### src/rtl/axis_zmod_adc_avg.sv
// Dual-channel Zmod ADC front end: DDR capture, boxcar decimation with shift scaling and
// saturation, and a single-entry AXI-Stream output register that tolerates backpressure.
module axis_zmod_adc_avg #(
  parameter int ADC_DATA_WIDTH   = 14,
  parameter int AXIS_TDATA_WIDTH = 32,
  parameter int CNTR_WIDTH       = 16,
  parameter int SHIFT_WIDTH      = 5
) (
  input  logic                        aclk,
  input  logic                        aresetn,
  input  logic [ADC_DATA_WIDTH-1:0]   adc_data,
  input  logic [CNTR_WIDTH-1:0]       cfg_ratio,
  input  logic [SHIFT_WIDTH-1:0]      cfg_shift,
  input  logic                        m_axis_tready,
  output logic                        m_axis_tvalid,
  output logic [AXIS_TDATA_WIDTH-1:0] m_axis_tdata,
  output logic                        sts_overrun
);
  localparam int OW = AXIS_TDATA_WIDTH / 2;
  localparam int AW = ADC_DATA_WIDTH + CNTR_WIDTH;

  function automatic logic signed [OW-1:0] sat(input logic signed [AW-1:0] v);
    if ((&v[AW-1:OW-1]) || !(|v[AW-1:OW-1])) return v[OW-1:0];
    else if (v[AW-1])                          return {1'b1, {(OW-1){1'b0}}};
    else                                       return {1'b0, {(OW-1){1'b1}}};
  endfunction

  // p0/p1: IDDR in SAME_EDGE_PIPELINED mode, not reset
  logic [ADC_DATA_WIDTH-1:0] rise_p0, fall_p0, q1_p1, q2_p1;

  always_ff @(posedge aclk) rise_p0 <= adc_data;
  always_ff @(negedge aclk) fall_p0 <= adc_data;

  always_ff @(posedge aclk) begin
    q1_p1 <= rise_p0;
    q2_p1 <= fall_p0;
  end

  // p2: sample registers; vld_p2 marks samples captured after reset release
  logic signed [ADC_DATA_WIDTH-1:0] a_q_p2, b_q_p2;
  logic                             vld_p2;

  always_ff @(posedge aclk) begin
    a_q_p2 <= q1_p1;
    b_q_p2 <= q2_p1;
  end

  logic signed [AW-1:0]   acc_a, acc_b, sum_a, sum_b, res_a, res_b;
  logic [CNTR_WIDTH-1:0]  cnt, ratio_r, ratio_cfg, ratio_eff;
  logic                   cfg_ld, dump;

  // cfg_ld selects the live ratio for the very first period after reset
  always_comb begin
    ratio_cfg = (cfg_ratio == '0) ? CNTR_WIDTH'(1) : cfg_ratio;
    ratio_eff = cfg_ld ? ratio_cfg : ratio_r;
    sum_a     = acc_a + $signed({{(AW-ADC_DATA_WIDTH){a_q_p2[ADC_DATA_WIDTH-1]}}, a_q_p2});
    sum_b     = acc_b + $signed({{(AW-ADC_DATA_WIDTH){b_q_p2[ADC_DATA_WIDTH-1]}}, b_q_p2});
    res_a     = sum_a >>> cfg_shift;
    res_b     = sum_b >>> cfg_shift;
    dump      = vld_p2 && (cnt >= ratio_eff - CNTR_WIDTH'(1));
  end

  always_ff @(posedge aclk or negedge aresetn) begin
    if (!aresetn) begin
      vld_p2  <= 1'b0;
      cfg_ld  <= 1'b1;
      ratio_r <= CNTR_WIDTH'(1);
      cnt     <= '0;
      acc_a   <= '0;
      acc_b   <= '0;
    end else begin
      vld_p2 <= 1'b1;
      if (vld_p2) begin
        cfg_ld <= 1'b0;
        if (cfg_ld || dump) ratio_r <= ratio_cfg;
        if (dump) begin
          acc_a <= '0;
          acc_b <= '0;
          cnt   <= '0;
        end else begin
          acc_a <= sum_a;
          acc_b <= sum_b;
          cnt   <= cnt + CNTR_WIDTH'(1);
        end
      end
    end
  end

  // p3: output register; a result arriving while the held word is stalled is dropped
  always_ff @(posedge aclk or negedge aresetn) begin
    if (!aresetn) begin
      m_axis_tvalid <= 1'b0;
      m_axis_tdata  <= '0;
      sts_overrun   <= 1'b0;
    end else if (dump) begin
      if (!m_axis_tvalid || m_axis_tready) begin
        m_axis_tdata  <= {sat(res_b), sat(res_a)};
        m_axis_tvalid <= 1'b1;
      end else begin
        sts_overrun <= 1'b1;
      end
    end else if (m_axis_tready) begin
      m_axis_tvalid <= 1'b0;
    end
  end

endmodule
### config.mk
export PLATFORM = sky130hd
export DESIGN_NAME = axis_zmod_adc_avg
export DESIGN_NICKNAME = d
export VERILOG_FILES = /design/src/rtl/axis_zmod_adc_avg.sv
export SDC_FILE = /design/constraint.sdc
export NUM_CORES = 1
export LEC_CHECK = 0
export BUFFER_PORTS_ARGS = -buffer_cell sky130_fd_sc_hd__buf_2
export CAP_MARGIN = 10
export CELL_PAD_IN_SITES_DETAIL_PLACEMENT = 1
export CELL_PAD_IN_SITES_GLOBAL_PLACEMENT = 2
export CORE_MARGIN = 8
export CORE_UTILIZATION = 39
export DETAILED_ROUTE_END_ITERATION = 8
export PLACE_DENSITY_LB_ADDON = 0.1
export SYNTH_ARGS = -nofsm -noshare
export SYNTH_HDL_FRONTEND = slang
export SYNTH_SLANG_ARGS = --single-unit
### constraint.sdc
create_clock -name aclk -period 5.7 [get_ports aclk]
set_input_delay 1.425 -clock aclk [delete_from_list [all_inputs] [get_ports aclk]]
set_output_delay 1.425 -clock aclk [all_outputs]
set_load 0.01 [all_outputs]
==> run metrics <==
Worst path max stage delay 0.48 ns; max frequency 0.192 GHz; chip height 213 microns; asr flop ratio synth 60.4%; Area Growth Syn to Fin 13.5%; clock latency on the worst-skew pair 0.61 ns; initial antenna violation count 0; worst reg2reg endpoint m_axis_tdata[30]; Final ANT Viol Nets 0; Leakage 0.00738 uW; port bufs 71; slew margin rel. 29.3%; IO Count 72; r2r startpoint acc_b[0]; GRT Residual Overflow 0; DRC 0; CP Launch Type input port; Routed wire per std cell 22.2 microns; htree depth 1; WHS Endpoint a_q_p2[5]; CP max FO 33; final period utilization 91.3%; slew at the pin with the worst max-slew slack 1.05 ns; Setup CP Type input port to flop; CP max-delay cell nor3_4; yosys warns 0; Setup Skew 0.0525 ns; crit path time final 5.20 ns; Worst EP required 6.19 ns; RSZ-0062 raised after global routing false; syn nets 1925; Distinct cells, synth 90; final worst setup slack 0.495 ns; crit end category flop; Mapped Area 15100 sq um; worst hold path type flop to flop; 1st-iter DRT viols 870; Final GP Congestion 0.958; Max VDD drop 0.293 mV; clock buffer depth 3; Die Area 45300 sq um; Sequential Power Share 20.0%; Starting Density 39.3%; root buffer cell clkbuf_16; vias per cell 5.91; r2r worst-path depth 18; n_diodes 0; Comb power frac 64.5%; Largest delay share family, worst path simple AND/OR/NAND/NOR gates; Sw Share 49.1%; CTS buffer count 25; Avg Cell Area, Syn 8.35 sq um; Tot GR Track Use 23.5%; Hold Fails Final Rpt 0; First-pass DRT Iterations 5; status complete, no violations; Top FF cell, synth dfrtp_1; setup slack at placement -0.226 ns; Worst-path clk slew 0.06 ns; flop-to-flop setup slack 0.54 ns; pwr/cell area 670 nW/um^2; net switching power 5640 uW; pin count of the biggest net entering global routing 80; first-pass GRT wire length 84900 microns; WL final 53300 microns; routed via count 14.2k; internal power 5840 uW; Syn Inst Count 1809; critical path, cell by cell buf_2 -> nor2_1 -> nand2_1 -> nor4_1 -> a41o_1 -> mux2i_1 -> ha_1 -> nand2_1 -> or2_2 -> nor4_1 -> o21ai_0 -> xnor2_1 -> ha_1 -> o21ai_0 -> nand2b_1 -> o22a_1 -> o41a_1 -> nand3_2 -> buf_12 -> nor3_4 -> a221o_1; layout cells sized above 1 14.2%; cts hold-fix bufs 0; clock power share 15.5%; Crit path buffers/inverters 2; vias in the first global route 14.7k; hold wc startpoint q1_p1[5]; Post-synth EDFFs 0; Critical Path AT 5.69 ns; Post-DP HPWL 40700 microns; Seq/Total Area, Yosys 32.4%; CTS tree yes; final setup fails 0; CTS sink cnt 212; hold_ws 0.322 ns; Worst Hold Path Cells 0; # Max-Cap Violations 0; Die W 213 microns; number of synthesized register bits 212; Rows 72; Nets 1982; Core ar. 38500 sq um; Final Max Tran Viols 0
## timing repair
item	in CTS	in global routing
endpoints found under the hold margin	0	0
resized for setup	0	1
buffers inserted	0	0
endpoints found under the setup margin	0	13
## worst reg2reg max path, delay by kind of cell (launching register included)
family,cells,cell delay [ns]
compound gates,8,2.60
fa+ha+maj,2,0.62
buf+inv,2,0.46
flops,1,0.38
simple gates,6,1.05
## cells in the final DEF, fill, tap and decap left out, drive strengths merged, types with 11 or more instances in the layout
master and instances:
a221o 16, a221oi 14, xor2 37, and2 14
inv 85, a21oi 140, buf 138, o21ai 157
nand2 171, ha 76, a211o 11, mux2 42
xnor2 39, nand4 22, o211ai 22, mux4 15
clkbuf 35, a21o 21, a211oi 38, mux2i 63
dfxtp 84, o21a 11, nand3 77, a22oi 11
a22o 14, dfrtp 126, and3 15, nor2 171
o22ai 15, nor3 47
## layout make-up
| type | count | area [sq um] |
|---|---|---|
| fillers | 4599 | 21300 |
| multi-input cells | 1406 | 9480 |
| flip-flops and latches | 212 | 4890 |
| repair buffers | 138 | 902 |
| clock buffers | 35 | 734 |
| well taps | 518 | 648 |
| inverters | 69 | 259 |
| clock inverters | 25 | 218 |
## routing by layer
metal | share of wire [%] | vias to the layer above | routed length (microns) | global-route usage [%]
li1 | - | 6760 | - | -
met2 | 47 | 264 | 25300 | 39.3
met5 | 0 | - | 0 | 0
met4 | 2.7 | 0 | 1420 | 6.54
met3 | 3.6 | 78 | 1910 | 2.51
met1 | 46 | 7104 | 24800 | 31.9
## power groups by stage
stage          clock, uW  combinational [uW]  sequential (uW)
2_1_floorplan       16.1                4840             2260
3_3_place_gp        16.1                7230             2300
3_5_place_dp        16.1                7350             2320
4_1_cts             1830                7390             2300
5_1_grt             1890                8120             2360
6_report            1780                7410             2290
## how the worst max path moves through the flow
stage | start | end | slack (ns) | cells after the start
after floorplan | cfg_ratio[5] | ratio_r[10] | 0.33 | 19
after global placement | cfg_ratio[3] | m_axis_tdata[11] | -0.02 | 20
after detailed placement | cfg_ratio[6] | m_axis_tdata[1] | -0.23 | 20
after CTS | cfg_ratio[6] | m_axis_tdata[13] | 0.31 | 20
after global routing | cfg_ratio[6] | m_axis_tdata[16] | 0.12 | 22
final | cfg_ratio[6] | m_axis_tdata[28] | 0.50 | 21
## cell usage after synthesis (all sizes together), types with 15 or more instances
master / n / area, sq um
ha: 76 / 951
mux2: 42 / 473
nor2: 171 / 647
dfrtp: 126 / 3150
nor3: 47 / 262
o22ai: 15 / 93.8
mux4: 15 / 338
buf: 27 / 126
xnor2: 39 / 342
a221o: 16 / 160
o21ai: 157 / 790
nand4: 22 / 138
a21o: 21 / 158
dfxtp: 84 / 1680
a21oi: 140 / 701
inv: 69 / 259
mux2i: 63 / 643
clkbuf: 94 / 353
nand3: 77 / 385
and3: 15 / 93.8
a211oi: 38 / 298
xor2: 37 / 324
o211ai: 22 / 175
nand2: 171 / 642
## stage by stage
| stage | area (sq um) | power (uW) | setup TNS [ns] | instances | utilization (%) |
|---|---|---|---|---|---|
| finish | 17100 | 11500 | 0 | 2403 | 44.5 |
| global route | 17100 | 12400 | 0 | 2403 | 44.5 |
| global placement | 16200 | 9550 | -0.183 | 2344 | 42.1 |
| floorplan | 15100 | 7120 | 0 | 1809 | - |
| CTS | 17100 | 11500 | 0 | 2403 | 44.5 |
| detailed placement | 16200 | 9680 | -3.78 | 2344 | 42.1 |
## sequential cells by signal (all words and copies together), names as in the netlist
signal,flops
q1_p1,14
fall_p0,14
acc_a,30
rise_p0,14
m_axis_tdata,32
cnt,16
m_axis_tvalid,1
b_q_p2,14
vld_p2,1
cfg_ld,1
ratio_r,16
acc_b,30
sts_overrun,1
q2_p1,14
a_q_p2,14
## cell families after synthesis
group           count (synthesis)  synth area share [%]
compound gates                561                  24.6
xor+xnor                       76                  4.41
fa+ha+maj                      78                  6.56
buf+inv                       191                  4.91
flops                         212                  32.4
mux                           120                  9.63
other cells                     1                0.0248
simple gates                  570                  17.5
(Power assumes the default switching activity.)
